$ cat src/rtl/store_narrow_unit.sv
// Store narrowing unit: replicates SB/SH/SW data into byte lanes, builds the byte-enable mask
// and issues one memory write over valid/ready. Define STORE_MISALIGN_TRAP_EN to reject misaligned stores.
module store_narrow_unit #(
  parameter int BIG_ENDIAN     = 0,
  parameter int TIMEOUT_CYCLES = 16
) (
  input  logic        clk,
  input  logic        rst,
  input  logic        st_valid,
  output logic        st_ready,
  input  logic [1:0]  st_size,
  input  logic [31:0] st_addr,
  input  logic [31:0] st_data,
  output logic        mem_valid,
  input  logic        mem_ready,
  output logic [31:0] mem_addr,
  output logic [31:0] mem_wdata,
  output logic [3:0]  mem_be,
  output logic        st_done,
  output logic        st_err
);

  // Both handshakes: a transfer happens on a rising edge where valid and ready are both high;
  // mem_valid and its payload stay constant until that edge or a timeout abort.
  typedef enum logic {IDLE = 1'b0, ISSUE = 1'b1} state_e;

  state_e      state_q, state_d;
  logic [31:0] cnt_q, cnt_d;
  logic        mem_valid_q, mem_valid_d;
  logic [31:0] mem_addr_q, mem_addr_d;
  logic [31:0] mem_wdata_q, mem_wdata_d;
  logic [3:0]  mem_be_q, mem_be_d;
  logic        st_done_q, st_done_d;
  logic        st_err_q, st_err_d;

  logic [1:0]  off;
  logic [3:0]  be_le;
  logic [3:0]  be_lane;
  logic [31:0] wdata_n;
  logic        illegal;

  always_comb begin
    off     = st_addr[1:0];
    be_le   = 4'b0000;
    wdata_n = 32'd0;
    unique case (st_size)
      2'b00: begin
        wdata_n = {4{st_data[7:0]}};
        be_le   = 4'b0001 << off;
      end
      2'b01: begin
        // Halfword offset is forced to 0 or 2; a trapped misalignment never reaches memory anyway.
        wdata_n = {2{st_data[15:0]}};
        be_le   = 4'b0011 << {off[1], 1'b0};
      end
      2'b10: begin
        wdata_n = st_data;
        be_le   = 4'b1111;
      end
      default: begin
        wdata_n = 32'd0;
        be_le   = 4'b0000;
      end
    endcase
    be_lane = (BIG_ENDIAN != 0) ? {be_le[0], be_le[1], be_le[2], be_le[3]} : be_le;
`ifdef STORE_MISALIGN_TRAP_EN
    illegal = (st_size == 2'b11) ||
              (st_size == 2'b01 && off[0]) ||
              (st_size == 2'b10 && off != 2'b00);
`else
    illegal = (st_size == 2'b11);
`endif
  end

  always_comb begin
    state_d     = state_q;
    cnt_d       = cnt_q;
    mem_valid_d = mem_valid_q;
    mem_addr_d  = mem_addr_q;
    mem_wdata_d = mem_wdata_q;
    mem_be_d    = mem_be_q;
    st_done_d   = 1'b0;
    st_err_d    = 1'b0;
    unique case (state_q)
      IDLE: begin
        if (st_valid) begin
          if (illegal) begin
            st_err_d = 1'b1;
          end else begin
            state_d     = ISSUE;
            cnt_d       = 32'd0;
            mem_valid_d = 1'b1;
            mem_addr_d  = {st_addr[31:2], 2'b00};
            mem_wdata_d = wdata_n;
            mem_be_d    = be_lane;
          end
        end
      end
      ISSUE: begin
        if (mem_ready) begin
          state_d     = IDLE;
          cnt_d       = 32'd0;
          mem_valid_d = 1'b0;
          mem_be_d    = 4'b0000;
          st_done_d   = 1'b1;
        end else if (TIMEOUT_CYCLES > 0 && cnt_q == 32'(TIMEOUT_CYCLES - 1)) begin
          state_d     = IDLE;
          cnt_d       = 32'd0;
          mem_valid_d = 1'b0;
          mem_be_d    = 4'b0000;
          st_err_d    = 1'b1;
        end else begin
          cnt_d = cnt_q + 32'd1;
        end
      end
    endcase
  end

  always_ff @(posedge clk) begin
    if (rst) begin
      state_q     <= IDLE;
      cnt_q       <= 32'd0;
      mem_valid_q <= 1'b0;
      mem_addr_q  <= 32'd0;
      mem_wdata_q <= 32'd0;
      mem_be_q    <= 4'b0000;
      st_done_q   <= 1'b0;
      st_err_q    <= 1'b0;
    end else begin
      state_q     <= state_d;
      cnt_q       <= cnt_d;
      mem_valid_q <= mem_valid_d;
      mem_addr_q  <= mem_addr_d;
      mem_wdata_q <= mem_wdata_d;
      mem_be_q    <= mem_be_d;
      st_done_q   <= st_done_d;
      st_err_q    <= st_err_d;
    end
  end

  // Ready is low while reset is held and comes up on the first cycle after it.
  assign st_ready  = (state_q == IDLE) && !rst;
  assign mem_valid = mem_valid_q;
  assign mem_addr  = mem_addr_q;
  assign mem_wdata = mem_wdata_q;
  assign mem_be    = mem_be_q;
  assign st_done   = st_done_q;
  assign st_err    = st_err_q;

endmodule

$ cat config.mk
export PLATFORM = sky130hd
export DESIGN_NAME = store_narrow_unit
export DESIGN_NICKNAME = d
export VERILOG_FILES = /design/src/rtl/store_narrow_unit.sv
export SDC_FILE = /design/constraint.sdc
export NUM_CORES = 1
export LEC_CHECK = 0
export CORE_ASPECT_RATIO = 1.75
export CORE_MARGIN = 8
export CORE_UTILIZATION = 43
export CTS_BUF_LIST = sky130_fd_sc_hd__clkbuf_4
export DETAILED_ROUTE_END_ITERATION = 12
export GPL_ROUTABILITY_DRIVEN = 1
export PLACE_DENSITY = 0.78
export SKIP_LAST_GASP = 1
export SLEW_MARGIN = 15
export SYNTH_ARGS = -nofsm -noshare
export SYNTH_HDL_FRONTEND = slang
export SYNTH_SLANG_ARGS = --single-unit
$ cat constraint.sdc
create_clock -name clk -period 2 [get_ports clk]
set_clock_uncertainty 0.1 [all_clocks]
set_input_delay 0.2 -clock clk [delete_from_list [all_inputs] [get_ports clk]]
set_output_delay 0.2 -clock clk [all_outputs]
set_load 0.03 [all_outputs]
# Word-level counts from Yosys, hierarchy flattened
# Index checks and enable logic that the tools add are counted.
# word_totals
reg_bits	102
out_inout_bits	72
inputBits	70
word_cells	55
# op_classes
addsub	1
shifts	2
reduce_logical	7
n_bitwise	2
eq_ne	7
muxes	28
# ops
op	count
two-way mux 32 bit	4
case mux 32 bit (3 select lines)	1
case mux 32 bit (2 select lines)	1
adder 32 x 1 -> 32 bit, second input constant	1
equality test 32 x 4 -> 1 bit, second input constant	1
two-way mux 4 bit	4
two-way mux 1 bit	13
case mux 4 bit (3 select lines)	1
case mux 4 bit (2 select lines)	1
case mux 1 bit (2 select lines)	3
AND reduction 3 bit	2
equality test 2 bit, second input constant	2
inequality test 2 bit, second input constant	2
left shift 1 x 2 -> 4 bit, first input constant	1
left shift 2 x 2 -> 4 bit, first input constant	1
inequality test 3 x 2 -> 1 bit, second input constant	1
equality test 2 x 1 -> 1 bit, second input constant	1
zero test 2 bit	1
NOT 1 bit	2
AND reduction 2 bit	1
OR reduction 2 bit	1
logical AND 1 bit	1
zero test 1 bit	1

# Depth between registers and ports, before layout
# logic_depth
depth_word	5
ltp_mapped	8
mapped_depth_nobuf	6

# Worst setup path before layout
# Ideal clock, no wire load.
# synth_timing
path_kind	flip-flop to flip-flop
startpoint	reg cnt_q[0]
endpoint	reg cnt_q[22]
synth_period_minus_slack_ps	1950
required_time_ps	1770
arrival_ps	1720
setup_time_ps	130
path_stages_with_launch	8
n_path_buf	1
setup_slack_ps	50
path_cell_list	dfxtp_1 ha_1 nand4_1 or4_4 buf_6 nor4b_4 xnor2_1 nor3_2
# synth_via
elab_chain_cells	4
elab_cells_between_ends	5
classes_between	add/sub (1); eq/ne (1); mux (3)
# synth_lines
element	line	source
start: declaration	28	logic [31:0] cnt_q, cnt_d;
start signal: assignment	131	cnt_q <= cnt_d;
adder 32 x 1 -> 32 bit / equality test 32 x 4 -> 1 bit (equally long branches)	113, 106	
two-way mux 32 bit *	106	end else if (TIMEOUT_CYCLES > 0 && cnt_q == 32'(TIMEOUT_CYCLES - 1)) begin
two-way mux 32 bit *	100	if (mem_ready) begin
case mux 32 bit (2 select lines) *	84	unique case (state_q)
# Mark *: on every way between the ends. The rest lies on a longest branch, timed or not.
# A chain may end at the register's enable or synchronous reset.

# Worst setup path in the final report
# layout_timing
startpoint	reg cnt_q[13]
endpoint	reg cnt_q[31]
# Same word-level chain as after synthesis.

==> metrics.md <==
| Metric | Value |
|---|---|
| Status | complete, no violations |
| Die span in y | 150 µm |
| Cell Rows | 49 |
| Die area | 0.0139 mm² |
| Top Ports | 142 |
| Max-slew headroom | 62.2% |
| Crit end category | flip-flop |
| Leak | 0.00232 µW |
| Share of layout cells above drive strength 1 | 14.2% |
| CTS root buf | clkbuf_4 |
| Initial antenna violation count | 1 |
| Core Box Area | 0.0102 mm² |
| Vias per cell | 5.34 |
| Global-route usage over all layers | 19.1% |
| Clock Sinks | 102 |
| Starting Density | 43.5% |
| Detailed-route DRC error count | 0 |
| Final Net Count | 772 |
| DR vias | 4,457 |
| Min cycle time layout | 1950 ps |
| CP arrival | 2200 ps |
| Vias in the first global route | 4,375 |
| TritonCTS clock tree | built |
| Synth Instances | 540 |
| Terminus of the critical flop-to-flop path | cnt_q[31] |
| Initial DRC count | 205 |
| Hold endpoint | mem_addr[10] |
| Maximum vdd ir drop | 0.430 mV |
| Final hold violation count | 0 |
| Hold path depth | 3 |
| Pwr per Cell Area | 672 mW/mm² |
| Area Growth Syn to Fin | 45.4% |
| Synthesis-stage register bit count | 102 |
| First-pass GRT wire length | 21,500 µm |
| Worst Setup Start Kind | flip-flop |
| Design area | 0.00643 mm² |
| Sequential element share of the synthesized area | 46.2% |
| Num CTS Buffers | 9 |
| Highest Clock Rate | 0.513 GHz |
| Hold Crit Class | input port to flip-flop |
| Maxcap violations | 0 |
| Distinct cells, synth | 49 |
| Largest net degree at the start of global routing | 63 |
| RSZ-0062 raised after global routing | true |
| Worst-Skew Late Latency | 460 ps |
| DRT Pass-1 Iters | 5 |
| Drt total wl | 13,700 µm |
| CTS Buffer Depth | 2 |
| Critical-path maximum fanout | 8 |
| Hold Startpoint | st_addr[10] |
| Mean Syn Cell Area | 8.19 µm² |
| Total gr overflow | 0 |
| Worst-path clk slew | 170 ps |
| Worst slew pin tran | 568 ps |
| DP Wirelength | 10,300 µm |
| Detail Route Antenna Nets | 0 |
| Wire per inst | 16.4 µm |
| Post-route setup slack | 50.4 ps |
| Final period util | 97.5% |
| Slew Viols, Final | 0 |
| Setup Viol. Count Final | 0 |
| Filler cells | 841 |
| Die W | 92.7 µm |
| CP required | 2250 ps |
| Setup slack at placement | 24.7 ps |
| Final total power | 4320 µW |
| R2R cell count | 6 |
| Post-layout util | 63.2% |
| RD Place Congestion | 0.910 |
| Setup CP Type | flip-flop to flip-flop |
| Worst r2r src | cnt_q[13] |
| Htree depth | 3 |
| Reg2reg setup slack | 50 ps |
| Yosys warnings | 0 |
| Synthesized area | 0.00442 mm² |
| Port-buffer cells | 139 |
| DP Area | 0.00621 mm² |
-- cell families after synthesis --
family / Yosys count / share of synthesized area, %
DFF: 102 / 46.2
muxes: 11 / 2.72
and+or+nand+nor: 253 / 27.9
other: 1 / 0.0848
buffers and inverters: 45 / 4.24
xor gates and xnor gates: 20 / 3.96
AOI/OAI and AO/OA: 107 / 14.6
adders and majority gates: 1 / 0.283
-- layer usage --
layer | GRT usage [%] | vias up | part of all wire, %
met3 | 4.84 | 47 | 5.7
met2 | 34.7 | 146 | 52
met4 | 10.7 | 0 | 4.9
met5 | 0 | - | 0
li1 | - | 2197 | -
met1 | 19.3 | 2067 | 37
-- sequential cells by signal, indices dropped and copies added, names as in the netlist --
name and cells:
cnt_q 32, mem_addr 30, mem_be 4, mem_valid 1
mem_wdata 32, st_done 1, st_err 1, state_q 1
-- placed cells by master, fill, tap and decap left out, types with 10 or more instances in the layout --
cell type	instances
dfxtp_1	98
nand3_1	13
clkdlybuf4s50_1	137
o21ai_0	10
nor3_1	31
buf_4	43
nand2_1	113
nor2_1	41
xnor2_1	15
a211oi_1	16
a21oi_1	57
-- report_power, final --
group / total, µW / internal (µW) / switching [µW]
sequential: 2180 / 2130 / 51.4
combinational: 965 / 436 / 530
clock: 1170 / 414 / 760
-- worst max-delay path by stage --
stage | from | to | slack, ps
floorplan | cnt_q[0] | cnt_q[22] | 50
global placement | cnt_q[0] | cnt_q[22] | 80
detailed placement | cnt_q[1] | cnt_q[30] | 20
CTS | cnt_q[0] | cnt_q[12] | -5
global route | cnt_q[0] | cnt_q[9] | -40
finish | cnt_q[13] | cnt_q[31] | 50
-- area by class of cell --
type / count / area, µm² / share of cell area [%]
antenna: 1 / 2.50 / 0.0389
clock buffer: 9 / 67.6 / 1.05
clock inverter: 7 / 88.8 / 1.38
inverter: 7 / 26.3 / 0.409
multi-input combinational: 394 / 2240 / 34.8
sequential: 102 / 2050 / 31.9
tap: 127 / 159 / 2.47
timing repair buffer: 187 / 1800 / 28.0
-- worst max-delay path, stage by stage (launching register included) --
cell     delay, ps
dfxtp_4        400
nand4_1        120
or4_1          540
buf_4          190
nor4_4         260
xnor2_1        170
nor3_2          50
-- Yosys cell counts (all sizes together) --
master    n  area share (%)
o22ai     1            0.14
nand3    14             1.9
or4       3            0.59
xnor2    15             3.0
o22a      1            0.20
nor4      8             1.5
ha        1            0.28
a21o      2            0.34
a21oi    59             6.7
clkbuf   29             2.5
nand2b   10             1.4
nor2     42             3.6
nor3b     2            0.34
and4b     1            0.25
nor4b     1            0.54
a21boi    1            0.17
a211o     1            0.20
buf       9             1.2
or2       3            0.42
and4      4            0.79
a22o      3            0.59
a211oi   16             2.7
o21ai    10             1.1
o311ai    1            0.20
dfxtp   102              46
and3      5            0.74
nor3     38             5.0
mux2i     3            0.68
xor2      5            0.99
nor4bb    1            0.23
mux2      8             2.0
conb      1           0.085
nand2   113             9.6
o211ai    1            0.17
o32ai     2            0.40
a31oi     1            0.14
and2      1            0.14
nand4     7            0.99
a221oi    8             1.6
clkinv    1           0.085
inv       6            0.51
-- stage by stage --
| step | std cells | TNS (ps) | hold slack (ps) |
|---|---|---|---|
| after global placement | 813 | 0 | 342 |
| after global routing | 834 | -237 | 119 |
| after detailed placement | 813 | 0 | 347 |
| final | 834 | 0 | 152 |
| after CTS | 831 | -5.42 | 113 |
| after floorplan | 541 | 0 | 214 |
-- repair_timing --
| item | in CTS | in global routing |
|---|---|---|
| pin swaps | 0 | 1 |
| hold endpoints to repair | 1 | 0 |
| hold buffers | 1 | 0 |
| resized for setup | 1 | 12 |
| buffers inserted | 1 | 2 |
| endpoints found under the setup margin | 4 | 32 |
Note: power is estimated with default switching activity, not from simulation.
